==> src/rtl/coarse_scan_detector_if.sv <==
// Scan request, resolver sample buses and per-channel status
// exchanged with coarse_scan_detector.
interface coarse_scan_detector_if #(
    parameter int NCHAN = 3,
    parameter int SW    = 12,
    parameter int AW    = 15
);
    logic                scan_start;
    logic [NCHAN*SW-1:0] sin_bus;
    logic [NCHAN*SW-1:0] cos_bus;
    logic [NCHAN*AW-1:0] angle_bus;
    logic                busy;
    logic                scan_done;
    logic [NCHAN-1:0]    coarse_err;
    logic [NCHAN-1:0]    err_dir;
    logic [NCHAN-1:0]    alarm;

    modport master (
        output scan_start,
        output sin_bus,
        output cos_bus,
        output angle_bus,
        input  busy,
        input  scan_done,
        input  coarse_err,
        input  err_dir,
        input  alarm
    );

    modport slave (
        input  scan_start,
        input  sin_bus,
        input  cos_bus,
        input  angle_bus,
        output busy,
        output scan_done,
        output coarse_err,
        output err_dir,
        output alarm
    );
endinterface

==> src/rtl/coarse_scan_detector.sv <==
// Multi-channel coarse resolver error detector: two-stage pipeline
// (multiply, then Schmitt + qualifier) walked once per scan.
module coarse_scan_detector #(
    parameter int NCHAN  = 3,
    parameter int SW     = 12,
    parameter int AW     = 15,
    parameter int THRESH = 200,
    parameter int HYST   = 40,
    parameter int QUAL   = 3
) (
    input logic                   clk,
    input logic                   rst_n,
    coarse_scan_detector_if.slave bus
);
    localparam int CW = (NCHAN > 1) ? $clog2(NCHAN) : 1;
    localparam int PW = SW + 12;
    localparam int EW = SW + 2;

    localparam logic [1:0] IDLE  = 2'd0;
    localparam logic [1:0] SCAN  = 2'd1;
    localparam logic [1:0] FLUSH = 2'd2;

    localparam logic [CW-1:0] LAST   = CW'(NCHAN - 1);
    localparam logic [EW-1:0] TH_SET = EW'(THRESH);
    localparam logic [EW-1:0] TH_CLR = EW'(THRESH - HYST);
    localparam logic [3:0]    QMAX   = 4'(QUAL);

    if (NCHAN < 1 || NCHAN > 8) begin : g_bad_nchan
        $error("NCHAN must be 1..8");
    end
    if (AW < 4) begin : g_bad_aw
        $error("AW must be at least 4");
    end
    if (HYST >= THRESH || THRESH >= (1 << (SW - 1))) begin : g_bad_th
        $error("threshold/hysteresis out of range");
    end
    if (QUAL < 1 || QUAL > 15) begin : g_bad_qual
        $error("QUAL must be 1..15");
    end

    // cos(k * 22.5 deg) in Q1.10
    function automatic logic signed [11:0] coef(input logic [3:0] k);
        logic signed [11:0] c;
        unique case (k)
            4'd0:  c =  12'sd1024;
            4'd1:  c =  12'sd946;
            4'd2:  c =  12'sd724;
            4'd3:  c =  12'sd392;
            4'd4:  c =  12'sd0;
            4'd5:  c = -12'sd392;
            4'd6:  c = -12'sd724;
            4'd7:  c = -12'sd946;
            4'd8:  c = -12'sd1024;
            4'd9:  c = -12'sd946;
            4'd10: c = -12'sd724;
            4'd11: c = -12'sd392;
            4'd12: c =  12'sd0;
            4'd13: c =  12'sd392;
            4'd14: c =  12'sd724;
            4'd15: c =  12'sd946;
        endcase
        return c;
    endfunction

    logic [1:0]    state_q, state_d;
    logic [CW-1:0] ch_q, ch_d;
    logic          done_q, done_d;

    logic                 v2_q;
    logic [CW-1:0]        ch2_q;
    logic signed [PW-1:0] diff_q, diff_d;

    logic [NCHAN-1:0] coarse_q, coarse_d;
    logic [NCHAN-1:0] dir_q, dir_d;
    logic [NCHAN-1:0] alarm_q, alarm_d;
    logic [3:0]       cnt_q [NCHAN];
    logic [3:0]       cnt_d [NCHAN];

    always_comb begin
        state_d = state_q;
        ch_d    = ch_q;
        done_d  = 1'b0;
        unique case (state_q)
            IDLE: begin
                if (bus.scan_start) begin
                    state_d = SCAN;
                    ch_d    = '0;
                end
            end
            SCAN: begin
                if (ch_q == LAST) begin
                    state_d = FLUSH;
                end else begin
                    ch_d = ch_q + 1'b1;
                end
            end
            FLUSH: begin
                state_d = IDLE;
                done_d  = 1'b1;
            end
            default: state_d = IDLE;
        endcase
    end

    logic signed [SW-1:0] sin_s, cos_s;
    logic [3:0]           sect;
    logic signed [11:0]   c_k, s_k;
    logic signed [PW-1:0] p_sin, p_cos;

    // Stage 1: rotate channel ch by -phi and keep the sine component
    always_comb begin
        sin_s  = bus.sin_bus[ch_q*SW +: SW];
        cos_s  = bus.cos_bus[ch_q*SW +: SW];
        sect   = bus.angle_bus[ch_q*AW + (AW - 4) +: 4];
        c_k    = coef(sect);
        s_k    = coef(sect - 4'd4);
        p_sin  = PW'(sin_s) * PW'(c_k);
        p_cos  = PW'(cos_s) * PW'(s_k);
        diff_d = p_sin - p_cos;
    end

    logic signed [EW-1:0] e;
    logic [EW-1:0]        mag;
    logic                 unused_frac;

    // Dropping the low 10 bits is the floor of diff / 1024
    assign e           = diff_q[PW-1:10];
    assign mag         = e[EW-1] ? -e : e;
    assign unused_frac = ^diff_q[9:0];

    always_comb begin
        coarse_d = coarse_q;
        dir_d    = dir_q;
        alarm_d  = alarm_q;
        for (int i = 0; i < NCHAN; i++) begin
            cnt_d[i] = cnt_q[i];
        end
        if (v2_q) begin
            if (mag >= TH_SET) begin
                coarse_d[ch2_q] = 1'b1;
                dir_d[ch2_q]    = e[EW-1];
            end else if (mag < TH_CLR) begin
                coarse_d[ch2_q] = 1'b0;
            end
            if (coarse_d[ch2_q]) begin
                if (cnt_q[ch2_q] != QMAX) begin
                    cnt_d[ch2_q] = cnt_q[ch2_q] + 4'd1;
                end
            end else begin
                cnt_d[ch2_q] = 4'd0;
            end
            alarm_d[ch2_q] = (cnt_d[ch2_q] == QMAX);
        end
    end

    always_ff @(posedge clk or negedge rst_n) begin
        if (!rst_n) begin
            state_q  <= IDLE;
            ch_q     <= '0;
            done_q   <= 1'b0;
            v2_q     <= 1'b0;
            ch2_q    <= '0;
            diff_q   <= '0;
            coarse_q <= '0;
            dir_q    <= '0;
            alarm_q  <= '0;
            for (int i = 0; i < NCHAN; i++) begin
                cnt_q[i] <= 4'd0;
            end
        end else begin
            state_q  <= state_d;
            ch_q     <= ch_d;
            done_q   <= done_d;
            v2_q     <= (state_q == SCAN);
            if (state_q == SCAN) begin
                ch2_q  <= ch_q;
                diff_q <= diff_d;
            end
            coarse_q <= coarse_d;
            dir_q    <= dir_d;
            alarm_q  <= alarm_d;
            for (int i = 0; i < NCHAN; i++) begin
                cnt_q[i] <= cnt_d[i];
            end
        end
    end

    assign bus.busy       = (state_q != IDLE);
    assign bus.scan_done  = done_q;
    assign bus.coarse_err = coarse_q;
    assign bus.err_dir    = dir_q;
    assign bus.alarm      = alarm_q;
endmodule

==> src/flat_wrapper.sv <==
// flat-port wrapper written by rule: the top's interface ports become plain ports
module coarse_scan_detector_flat 
#(
    parameter int NCHAN  = 3,
    parameter int SW     = 12,
    parameter int AW     = 15,
    parameter int THRESH = 200,
    parameter int HYST   = 40,
    parameter int QUAL   = 3
)
  (clk, rst_n, bus_scan_start, bus_sin_bus, bus_cos_bus, bus_angle_bus, bus_busy, bus_scan_done, bus_coarse_err, bus_err_dir, bus_alarm);
  coarse_scan_detector_if #(.NCHAN(NCHAN), .SW(SW), .AW(AW)) bus_i ();
  input logic clk;
  input logic rst_n;
  input wire logic [$bits(bus_i.scan_start)-1:0] bus_scan_start;
  input wire logic [$bits(bus_i.sin_bus)-1:0] bus_sin_bus;
  input wire logic [$bits(bus_i.cos_bus)-1:0] bus_cos_bus;
  input wire logic [$bits(bus_i.angle_bus)-1:0] bus_angle_bus;
  output wire logic [$bits(bus_i.busy)-1:0] bus_busy;
  output wire logic [$bits(bus_i.scan_done)-1:0] bus_scan_done;
  output wire logic [$bits(bus_i.coarse_err)-1:0] bus_coarse_err;
  output wire logic [$bits(bus_i.err_dir)-1:0] bus_err_dir;
  output wire logic [$bits(bus_i.alarm)-1:0] bus_alarm;
  assign bus_i.scan_start = bus_scan_start;
  assign bus_i.sin_bus = bus_sin_bus;
  assign bus_i.cos_bus = bus_cos_bus;
  assign bus_i.angle_bus = bus_angle_bus;
  assign bus_busy = bus_i.busy;
  assign bus_scan_done = bus_i.scan_done;
  assign bus_coarse_err = bus_i.coarse_err;
  assign bus_err_dir = bus_i.err_dir;
  assign bus_alarm = bus_i.alarm;
  coarse_scan_detector #(.NCHAN(NCHAN), .SW(SW), .AW(AW), .THRESH(THRESH), .HYST(HYST), .QUAL(QUAL)) u_core (.clk(clk), .rst_n(rst_n), .bus(bus_i));
endmodule
==> config.mk <==
export PLATFORM = sky130hd
export DESIGN_NAME = coarse_scan_detector_flat
export DESIGN_NICKNAME = d
export VERILOG_FILES = /design/src/rtl/coarse_scan_detector_if.sv /design/src/rtl/coarse_scan_detector.sv /design/src/flat_wrapper.sv
export SDC_FILE = /design/constraint.sdc
export NUM_CORES = 1
export LEC_CHECK = 0
export CAP_MARGIN = 5
export CORE_ASPECT_RATIO = 0.6
export CORE_MARGIN = 2
export CORE_UTILIZATION = 50
export DETAILED_ROUTE_END_ITERATION = 7
export HOLD_SLACK_MARGIN = 0.03
export PLACE_DENSITY_LB_ADDON = 0.1
export SLEW_MARGIN = 5
export SYNTH_ARGS = -nofsm -noshare
export SYNTH_HDL_FRONTEND = slang
export SYNTH_SLANG_ARGS = --single-unit
==> constraint.sdc <==
create_clock -name clk -period 10.06 [get_ports clk]
set_input_delay 2.012 -clock clk [delete_from_list [all_inputs] [get_ports clk]]
set_output_delay 2.012 -clock clk [all_outputs]
set_load 0.01 [all_outputs]
==> summary.txt <==
Timing
  – Max Slew Vio Count: 0
  – Final setup fails: 0
  – Worst setup margin: 345.7 ps
  – Final Skew: 6.630 ps
  – RSZ-0062 raised after global routing: no
  – Period utilization: 96.56%
  – Minimum clock period: 9714 ps
  – Worst-Margin Slew: 1060 ps
  – Fmax: 102.9 MHz
  – Worst slew margin: 29.14%
  – Fin. Hold Viols: 0
  – Hold Slack: 475.9 ps

Layout
  – Area Growth Syn to Fin: 15.18%
  – # diodes: 0
  – Layout cells sized above 1: 7.130%
  – Non-filler cells, final: 2,015
  – Fillers: 2,454
  – NumNets Final: 2,167
  – Post-layout instance area: 0.01542 mm^2

Clocking
  – H-tree levels: 2
  – Cts bufs inserted: 5
  – Root Driver: clkbuf_16
  – Clock Latency Late Sink: 290 ps
  – CTS max path bufs: 2
  – Reg clk slew, reported paths: 60 ps
  – # clock sinks: 43
  – CTS tree: yes

GRT
  – Vias in the first global route: 10.84k
  – First-pass GRT wire length: 63.90 mm
  – Initial antenna violation count: 0
  – Total grt overflow: 0
  – Largest net degree at the start of global routing: 44
  – Tot GR Track Use: 30.43%

Logic synthesis
  – Number of flops mapped to enable cells by yosys: 0
  – Top_reg_cell synth: dfrtp_1
  – Post-synthesis cell area: 0.01338 mm^2
  – YS warnings: 0
  – Synth Area per Inst: 8.823 um^2
  – Top cell type's share of synthesized area: 41.88%
  – Register area share after synthesis: 8.040%
  – Synth Register Bits: 43
  – Synth cell types: 63
  – Syn Inst Count: 1,517
  – Fraction of registers with async set or reset after synthesis: 100.0%
  – Dominant cells by area after synthesis: fa_1 (42%), inv_1 (11%), ha_1 (11%), dfrtp_1 (8.0%), nor2_1 (4.5%)
  – Syn nets: 2,030
  – Synth area leader: fa_1

Worst setup path
  – Setup CP Type: input pin to flop
  – Worst-path maximum fanout: 8
  – RR Startpoint: u_core.ch_q[0]
  – Worst reg2reg endpoint: u_core.diff_q[23]
  – FF-to-FF path depth: 30
  – R2r setup slk: 1260 ps
  – Crit path max-delay family: adder cells
  – Critical path's most frequent cell: fa_1
  – Slowest CP cell: fa_1
  – CP arrival: 9950 ps
  – Buf/Inv on CP: 9
  – Slowest stage delay, CP: 560 ps
  – WP data required: 10,290 ps
  – Critical path launch point type: input pin
  – Endpoint class of the critical path: flop

Detailed routing
  – Via count: 10.71k
  – Routed length per instance: 20.08 um
  – ANT nets after route: 0
  – DRC: 0
  – Via-to-Cell Ratio: 5.313
  – DRT iter0 DRCs: 915
  – Post-Route WL: 40.47 mm
  – First drt pass iteration count: 5

Min path
  – Tightest Hold Check Type: flop to flop
  – HP Start: u_core.bus.alarm[2]
  – Hold endpoint: u_core.bus.alarm[2]
  – Hold depth: 2

Floorplanning
  – # rows: 46
  – Die width: 215.2 um
  – Die height: 130.7 um
  – Die area: 0.02814 mm^2
  – Initial core utilization: 50.77%
  – Ports: 131
  – Total core area: 0.02636 mm^2

Placed design
  – PortBufs: 97
  – Routability cong.: 0.9709
  – Post-placement cell area: 0.01519 mm^2
  – Pre-CTS setup slack: -51.94 ps
  – Detailed Place HPWL: 35.45 mm
  – Placed Cells: 2,005

Job
  – Max cap viols: 0

Run status
  – Status: complete, no violations
-- worst reg2reg max path, delay by kind of cell (launching register included) --
kind	cells	cell delay, ps
flip-flops	1	660
adder cells (fa/ha/maj)	9	4130
AO/OA/AOI/OAI	6	1650
buffers and inverters	10	1110
AND/OR/NAND/NOR	5	1170
-- cell usage after synthesis (3+ instances only) --
cell       count
o22a_1         3
inv_1        377
o21ai_1        3
a21o_1        22
nand3_1       15
and3_1        10
nand3b_1       3
mux2i_1       35
o31ai_1        5
nor2_1       161
fa_1         280
a22oi_1        3
a22o_1         4
mux2_2         6
xor2_1         3
clkbuf_1      34
or2_2         14
o2bb2ai_1      9
o21a_1         8
o22ai_1        4
or3_1          6
ha_1         113
and2_1         9
o21ai_0       40
o211ai_1       5
nand2_1      152
dfrtp_1       43
a211oi_1       5
nand4_1        5
xnor2_1       28
nor3_1        10
nand2b_1      15
a21oi_1       41
nor2b_1        7
-- routing by layer --
metal | up-vias | wire length, um | GRT usage (%)
met5 | - | 0 | 0
met4 | 0 | 353 | 3.205
met3 | 30 | 5333 | 10.76
met2 | 471 | 14780 | 40.68
met1 | 5284 | 20000 | 47.98
li1 | 4920 | - | -
-- stage by stage --
step	setup TNS, ps	util (%)
final	0	58.48
after global routing	0	58.48
after CTS	0	58.27
after detailed placement	-81.66	57.63
after global placement	-153.8	57.63
after floorplan	0	-
-- flip-flops by register name, indices dropped and copies added, names as in the netlist --
register,cells
u_core.state_q,2
u_core.bus.alarm,3
u_core.v2_q,1
u_core.bus.err_dir,3
u_core.bus.coarse_err,3
u_core.ch2_q,2
u_core.diff_q,14
u_core.ch_q,2
u_core.bus.scan_done,1
u_core.cnt_q,12
-- layout by cell type (no fill, tap or decap), types with 3 or more instances in the layout --
| master | instances |
|---|---|
| o22a_1 | 3 |
| o22ai_1 | 4 |
| ha_1 | 110 |
| nor2_1 | 160 |
| a21oi_1 | 41 |
| o21ai_1 | 5 |
| fa_1 | 278 |
| o31ai_1 | 5 |
| a22o_1 | 4 |
| xnor2_1 | 28 |
| buf_4 | 69 |
| o21a_1 | 8 |
| nor2b_1 | 6 |
| nor3_1 | 10 |
| and3_1 | 10 |
| o211ai_1 | 5 |
| inv_1 | 376 |
| mux2i_1 | 35 |
| o21ai_0 | 37 |
| or3_1 | 6 |
| mux2_2 | 6 |
| a22oi_1 | 3 |
| nand2_1 | 152 |
| or2_2 | 14 |
| a21o_1 | 21 |
| and2_1 | 8 |
| clkdlybuf4s50_1 | 96 |
| o2bb2ai_1 | 9 |
| clkbuf_16 | 5 |
| a211oi_1 | 4 |
| xor2_1 | 3 |
| dfrtp_1 | 42 |
| nand4_1 | 5 |
| nand3b_1 | 3 |
| nand2b_1 | 15 |
| nand3_1 | 15 |
-- cell families after synthesis --
logic type | Yosys count | share of synthesized area [%]
AOI/OAI and AO/OA | 177 | 9.031
xor gates and xnor gates | 32 | 2.197
adders and majority gates | 393 | 52.44
buffers and inverters | 416 | 11.70
DFF | 43 | 8.040
muxes | 42 | 3.225
and+or+nand+nor | 414 | 13.36
-- final cells by class --
class                   instances  area, um^2  area share [%]
multi-input cells            1059       10800           70.04
repair buffers                167        1504           9.756
inverters                     378        1419           9.204
flip-flops and latches         43        1077           6.988
well taps                     360       450.4           2.922
clock buffers                   5       125.1          0.8116
clock inverters                 3       43.79          0.2841
-- worst max path at each step --
| stage | startpoint | to | cells after the start |
|---|---|---|---|
| 2_1_floorplan | bus_angle_bus[26] | u_core.diff_q[23] | 27 |
| 3_3_place_gp | bus_angle_bus[26] | u_core.diff_q[23] | 29 |
| 3_5_place_dp | bus_angle_bus[26] | u_core.diff_q[23] | 27 |
| 4_1_cts | bus_angle_bus[26] | u_core.diff_q[23] | 29 |
| 5_1_grt | bus_angle_bus[12] | u_core.diff_q[23] | 32 |
| 6_report | bus_angle_bus[26] | u_core.diff_q[23] | 31 |
-- what timing repair did --
item	CTS	global route
resized for setup	0	14
hold endpoints to repair	0	0
hold buffers	0	0
buffers inserted	0	1
endpoints found under the setup margin	0	5
Power is not shown: default switching activity piles up to over one toggle a cycle in this logic, so the estimate is an artifact.
